<file path="src/rtl/dmem_arbiter_pkg.sv">
// Shared types for the data-memory arbiter: core/memory handshake structs and FSM states.
// No logic; no latency and no backpressure of its own.
package dmem_arbiter_pkg;

  typedef struct packed {
    logic [31:0] write_data;
    logic        valid;
    logic        wen;
    logic        byte_not_word;
    logic        yumi;
  } mem_in_s;

  typedef struct packed {
    logic        valid;
    logic        yumi;
    logic [31:0] read_data;
  } mem_out_s;

  typedef enum logic [1:0] {S_IDLE, S_REQ, S_RESP} arb_state_e;

endpackage

</file>
<file path="src/rtl/dmem_arbiter_rr_pick.sv">
// Round-robin pick: first requester at or after i_ptr, wrapping modulo num_cores_p.
// Purely combinational, zero latency; it never stalls a requester itself.
module dmem_arbiter_rr_pick #(
  parameter int num_cores_p = 4,
  localparam int IdxW = $clog2(num_cores_p)
) (
  input  logic [num_cores_p-1:0] i_req,
  input  logic [IdxW-1:0]        i_ptr,
  output logic [num_cores_p-1:0] o_grant,
  output logic [IdxW-1:0]        o_idx,
  output logic                   o_any
);

  logic [IdxW:0] w_idx;

  // Walk from the farthest candidate back to i_ptr so the closest requester is written last.
  always_comb begin
    o_grant = '0;
    o_idx   = '0;
    o_any   = 1'b0;
    w_idx   = '0;
    for (int k = num_cores_p - 1; k >= 0; k--) begin
      w_idx = {1'b0, i_ptr} + (IdxW+1)'(k);
      if (w_idx >= (IdxW+1)'(num_cores_p)) w_idx = w_idx - (IdxW+1)'(num_cores_p);
      if (i_req[w_idx[IdxW-1:0]]) begin
        o_any = 1'b1;
        o_idx = w_idx[IdxW-1:0];
      end
    end
    o_grant[o_idx] = o_any;
  end

endmodule

</file>
<file path="src/rtl/dmem_arbiter.sv">
// Round-robin sharing of one data-memory port among num_cores_p cores, one transaction at a time.
// Arbitration costs one idle cycle; the grant is held until the owner consumes the response.
module dmem_arbiter
  import dmem_arbiter_pkg::*;
#(
  parameter int num_cores_p = 4,
  parameter int timeout_p   = 255
) (
  input  logic                         clk,
  input  logic                         reset,
  input  mem_in_s  [num_cores_p-1:0]   core_req_i,
  input  logic [num_cores_p-1:0][31:0] core_addr_i,
  output mem_out_s [num_cores_p-1:0]   core_resp_o,
  output mem_in_s                      mem_req_o,
  output logic [31:0]                  mem_addr_o,
  input  mem_out_s                     mem_resp_i,
  output logic [num_cores_p-1:0]       grant_o,
  output logic                         err_o
);

  localparam int IdxW = $clog2(num_cores_p);
  localparam int TmoW = $clog2(timeout_p + 1);

  arb_state_e             r_state, w_state_nxt;
  logic [num_cores_p-1:0] r_grant, w_grant_nxt;
  logic [IdxW-1:0]        r_owner, w_owner_nxt;
  logic [IdxW-1:0]        r_rr_ptr, w_rr_ptr_nxt;
  logic [TmoW-1:0]        r_tmo_cnt, w_tmo_cnt_nxt;
  logic                   r_err, w_err_nxt;

  logic [num_cores_p-1:0] w_req_vld;
  logic [num_cores_p-1:0] w_pick_grant;
  logic [IdxW-1:0]        w_pick_idx;
  logic                   w_pick_any;
  logic [IdxW-1:0]        w_owner_inc;
  logic                   w_tmo_hit;
  mem_in_s                w_own_req;

  always_comb begin
    w_req_vld = '0;
    for (int i = 0; i < num_cores_p; i++) w_req_vld[i] = core_req_i[i].valid;
  end

  dmem_arbiter_rr_pick #(.num_cores_p(num_cores_p)) u_pick (
    .i_req   (w_req_vld),
    .i_ptr   (r_rr_ptr),
    .o_grant (w_pick_grant),
    .o_idx   (w_pick_idx),
    .o_any   (w_pick_any)
  );

  assign w_own_req   = core_req_i[r_owner];
  assign w_owner_inc = (r_owner == IdxW'(num_cores_p - 1)) ? '0 : r_owner + 1'b1;
  // Abort on the edge where the count reaches timeout_p; no yumi leaves in that cycle.
  assign w_tmo_hit   = (r_state != S_IDLE) && (r_tmo_cnt == TmoW'(timeout_p - 1));
  assign grant_o     = r_grant;
  assign err_o       = r_err;

  always_comb begin
    w_state_nxt   = r_state;
    w_grant_nxt   = r_grant;
    w_owner_nxt   = r_owner;
    w_rr_ptr_nxt  = r_rr_ptr;
    w_tmo_cnt_nxt = r_tmo_cnt;
    w_err_nxt     = r_err;
    mem_req_o     = '0;
    mem_addr_o    = '0;
    core_resp_o   = '0;
    unique case (r_state)
      S_IDLE: begin
        if (w_pick_any) begin
          w_state_nxt   = S_REQ;
          w_grant_nxt   = w_pick_grant;
          w_owner_nxt   = w_pick_idx;
          w_tmo_cnt_nxt = '0;
        end
      end
      S_REQ: begin
        mem_req_o                 = w_own_req;
        mem_req_o.yumi            = 1'b0;
        mem_addr_o                = core_addr_i[r_owner];
        core_resp_o[r_owner].yumi = mem_resp_i.yumi & ~w_tmo_hit;
        w_tmo_cnt_nxt             = r_tmo_cnt + 1'b1;
        if (w_tmo_hit || !w_own_req.valid) begin
          w_state_nxt  = S_IDLE;
          w_grant_nxt  = '0;
          w_rr_ptr_nxt = w_owner_inc;
          w_err_nxt    = r_err | w_tmo_hit;
        end else if (mem_resp_i.yumi) begin
          w_state_nxt = S_RESP;
        end
      end
      S_RESP: begin
        mem_req_o.yumi                 = w_own_req.yumi & ~w_tmo_hit;
        core_resp_o[r_owner].valid     = mem_resp_i.valid & ~w_tmo_hit;
        core_resp_o[r_owner].read_data = mem_resp_i.read_data;
        w_tmo_cnt_nxt                  = r_tmo_cnt + 1'b1;
        if (w_tmo_hit || (mem_resp_i.valid && w_own_req.yumi)) begin
          w_state_nxt  = S_IDLE;
          w_grant_nxt  = '0;
          w_rr_ptr_nxt = w_owner_inc;
          w_err_nxt    = r_err | w_tmo_hit;
        end
      end
      default: begin
        w_state_nxt = S_IDLE;
        w_grant_nxt = '0;
      end
    endcase
  end

  always_ff @(posedge clk or negedge reset) begin
    if (!reset) begin
      r_state   <= S_IDLE;
      r_grant   <= '0;
      r_owner   <= '0;
      r_rr_ptr  <= '0;
      r_tmo_cnt <= '0;
      r_err     <= 1'b0;
    end else begin
      r_state   <= w_state_nxt;
      r_grant   <= w_grant_nxt;
      r_owner   <= w_owner_nxt;
      r_rr_ptr  <= w_rr_ptr_nxt;
      r_tmo_cnt <= w_tmo_cnt_nxt;
      r_err     <= w_err_nxt;
    end
  end

endmodule

</file>
<file path="config.mk">
export PLATFORM = sky130hd
export DESIGN_NAME = dmem_arbiter
export DESIGN_NICKNAME = d
export VERILOG_FILES = /design/src/rtl/dmem_arbiter_pkg.sv /design/src/rtl/dmem_arbiter_rr_pick.sv /design/src/rtl/dmem_arbiter.sv
export SDC_FILE = /design/constraint.sdc
export NUM_CORES = 1
export LEC_CHECK = 0
export CORE_AREA = 10 10 191 193
export DETAILED_ROUTE_END_ITERATION = 8
export DIE_AREA = 0 0 201 203
export PLACE_DENSITY = 0.44
export SLEW_MARGIN = 20
export SYNTH_ARGS = -nofsm -noshare
export SYNTH_HDL_FRONTEND = slang
export SYNTH_SLANG_ARGS = --single-unit
</file>
<file path="constraint.sdc">
create_clock -name clk -period 2.4 [get_ports clk]
set_clock_uncertainty 0.1 [all_clocks]
set_input_delay 0.6 -clock clk [delete_from_list [all_inputs] [get_ports clk]]
set_output_delay 0.6 -clock clk [all_outputs]
set_load 0.05 [all_outputs]
</file>
==> impl_metrics.py <==
metrics = {
    "placed_design": {
        "io_buffers": 516,
        "dpl_cell_area_um2": 11600,
        "place_inst": 1395,
        "place_hpwl_um": 28900,
        "gp_congestion": 0.843,
    },
    "logic_synthesis": {
        "ys_warn_count": 0,
        "syn_area_um2": 4050,
        "yosys-top-cells-area": "mux4_2 (38%), and2_1 (30%), dfrtp_1 (12%), ha_1 (2.8%), clkbuf_1 (2.2%)",
        "synth_cell_types": 38,
        "ys_seq_area_share_pct": 11.7,
        "async_flop_share_pct": 100,
        "synthCells": 416,
        "synth-seq-cells": 19,
        "avgSynthCellArea_um2": 9.73,
        "yosysMostFrequentCell": "and2_1",
        "synth_ff_type": "dfrtp_1",
        "yosysTopAreaCellShare_pct": 37.8,
        "synth_nets": 733,
        "synth-edff-count": 0,
        "synth_top_cells_by_count": "and2_1 (197), mux4_2 (68), clkbuf_1 (24)",
        "synth_area_leader_cell": "mux4_2",
    },
    "die": {
        "die_w_um": 201,
        "die-area_um2": 40800,
        "die_h_um": 203,
        "ioPinCount": 517,
        "initial_core_util_pct": 12.5,
        "placementRows": 66,
        "core_um2": 32500,
    },
    "cts": {
        "cts_tree": "yes",
        "cts_sinks": 19,
        "insertion_delay_ps": 250,
        "path_clk_slew_ps": 60,
        "clockBufferDepth": 2,
        "ctsHtreeMaxLevel": 1,
        "cts-root-buf": "clkbuf_16",
        "cts_made_buffers": 3,
    },
    "sta": {
        "tightest_slew_ps": 537,
        "finalSetupViolCount": 203,
        "timing.final.ws_setup_ps": -240,
        "finalSetupTns_ps": -28760,
        "grt_setup_unrepaired": "yes",
        "period_share_pct": 110,
        "slew_headroom_pct": 64.1,
        "fmax_mhz": 379,
        "finalHoldViolations": 0,
        "min_period_ps": 2640,
        "slew_violations": 0,
        "holdWs_ps": 379,
    },
    "critical_path": {
        "cp-start-kind": "register",
        "path_class": "register to output pin",
        "cp-end-kind": "output pin",
        "arrival_ps": 1940,
        "cp_data_required_time_ps": 1700,
        "critPathMaxFanout": 8,
    },
    "run": {
        "maxCapViolCount": 0,
    },
    "global_routing": {
        "grt_start_max_net_pins": 70,
        "antenna_found_initial": 8,
        "grt_util_all_layers_pct": 15.1,
        "grt_overflow_total": 0,
        "grt_pass1_wl_um": 46300,
        "grt_pass1_vias": 6195,
    },
    "layout": {
        "fin_nets": 1294,
        "multiInputGateArea_um2": 3900,
        "seq_area_um2": 480,
        "finalNonFillerCells": 1421,
        "fillCellCount": 3149,
        "drive_gt1_share_pct": 55.5,
        "area_growth_pct": 214,
        "stdcell_area_um2": 12700,
    },
    "pwr": {
        "p_sw_mw": 5.12,
        "p_leak_nw": 5.12,
        "seqPwrFrac_pct": 5.3,
        "cellInternalPower_mw": 5.31,
        "ir_worst_vdd_mv": 0.484,
        "power_frac_comb_pct": 91.3,
        "p_per_area_nw_per_um2": 821,
        "p_sw_share_pct": 49.1,
        "clkPwrFrac_pct": 3.3,
        "fin_total_pwr_mw": 10.4,
    },
    "outcome": {
        "status": "finished with violations",
        "failed_checks": "setup timing",
    },
    "routing": {
        "drt_pass1_iterations": 4,
        "drt-initial-drc-count": 165,
        "post_drt_wl_per_cell_um": 23.4,
        "num_vias": 5578,
        "drc": 0,
        "totalWireLength_um": 33200,
        "viasPerCell": 3.93,
        "postRouteAntennaNets": 0,
    },
    "worst_hold_path": {
        "hold_path_class": "register to register",
    },
}
## layout by cell type, fill, tap and decap left out, types with 2 or more instances in the layout
cell type        count
a21o_1               2
a21oi_1              4
a22o_1               3
a32o_1               2
and2_1              31
and2_2               5
and2_4             162
and3_4               8
buf_12             161
buf_16               4
buf_4               47
buf_6               47
buf_8               18
clkbuf_16            5
clkdlybuf4s50_1    301
dfrtp_1             17
diode_2              3
dlygate4sd2_1        9
dlymetal6s2s_1       2
ha_1                 4
ha_2                 2
ha_4                 3
inv_1                4
inv_2                2
mux4_2              68
nand2_1             13
nand3_1              3
nand4_1              3
nor2_1              10
nor2b_1              3
o21ai_0              4
xor2_1               6
## routing by layer
metal  vias to the layer above  wire length, um  GRT usage (%)
li1                       2619                -              -
met4                        10               72           1.08
met5                         -               75              0
met3                        14             3560           6.78
met2                       316            17600           28.1
met1                      2619            11900           15.8
## final timing paths
check,start,cells past startpoint,endpoint,slack (ps)
max in group asynchronous,reset,2,r_owner[0]$_DFFE_PN0P_,1370
min,err_o$_DFFE_PN0P_,1,err_o$_DFFE_PN0P_,380
max reg2reg,r_owner[0]$_DFFE_PN0P_,9,r_rr_ptr[1]$_DFFE_PN0P_,-60
max,r_owner[0]$_DFFE_PN0P_,5,mem_addr_o[5],-240
min reg2reg,err_o$_DFFE_PN0P_,1,err_o$_DFFE_PN0P_,380
min in group asynchronous,reset,2,err_o$_DFFE_PN0P_,590
## final cells by class
type	instances	area share, %
Antenna cell	3	0.0591
Clock buffer	3	0.591
Clock inverter	1	0.0394
Inverter	6	0.177
Multi-Input combinational cell	356	30.7
Sequential cell	19	3.78
Tap cell	442	4.36
Timing Repair Buffer	591	60.3
## power by group through the flow
stage               sequential (mW)  clock, mW  combinational [mW]
floorplan                     0.597          0                4.89
global route                  0.574      0.379                10.0
CTS                           0.554      0.357                9.41
finish                        0.556      0.348                9.53
detailed placement            0.553          0                8.20
global placement              0.553          0                8.19
## metrics by stage
| stage | util, % | setup slack [ps] |
|---|---|---|
| 5_1_grt | 39.1 | -297 |
| 3_3_place_gp | 35.9 | -246 |
| 6_report | 39.1 | -240 |
| 2_1_floorplan | - | -14.8 |
| 4_1_cts | 38.4 | -274 |
| 3_5_place_dp | 35.9 | -221 |
## critical path, stage by stage, from the launching register on
cell     delay, ps
dfrtp_4        510
buf_12         170
buf_12         150
mux4_2         520
and2_4         180
buf_6          150
## registers in the layout, summed over array words and instances, names as in the netlist
name,cells
err_o,1
grant_o,4
r_owner,2
r_rr_ptr,2
r_state,2
r_tmo_cnt,8
## what timing repair did
item | CTS | global route
setup buffers | 8 | 5
resized for setup | 162 | 53
pin swaps | 1 | 17
gates cloned | 6 | 3
setup endpoints to repair | 203 | 207
hold buffers | 0 | 0
## cell families after synthesis
group | synth area share, %
AOI/OAI and AO/OA | 4.67
adders and majority gates | 2.78
DFF | 11.7
buffers and inverters | 4.30
and+or+nand+nor | 36.5
muxes | 38.7
xor gates and xnor gates | 1.30
Note: power is estimated with default switching activity, not from simulation.
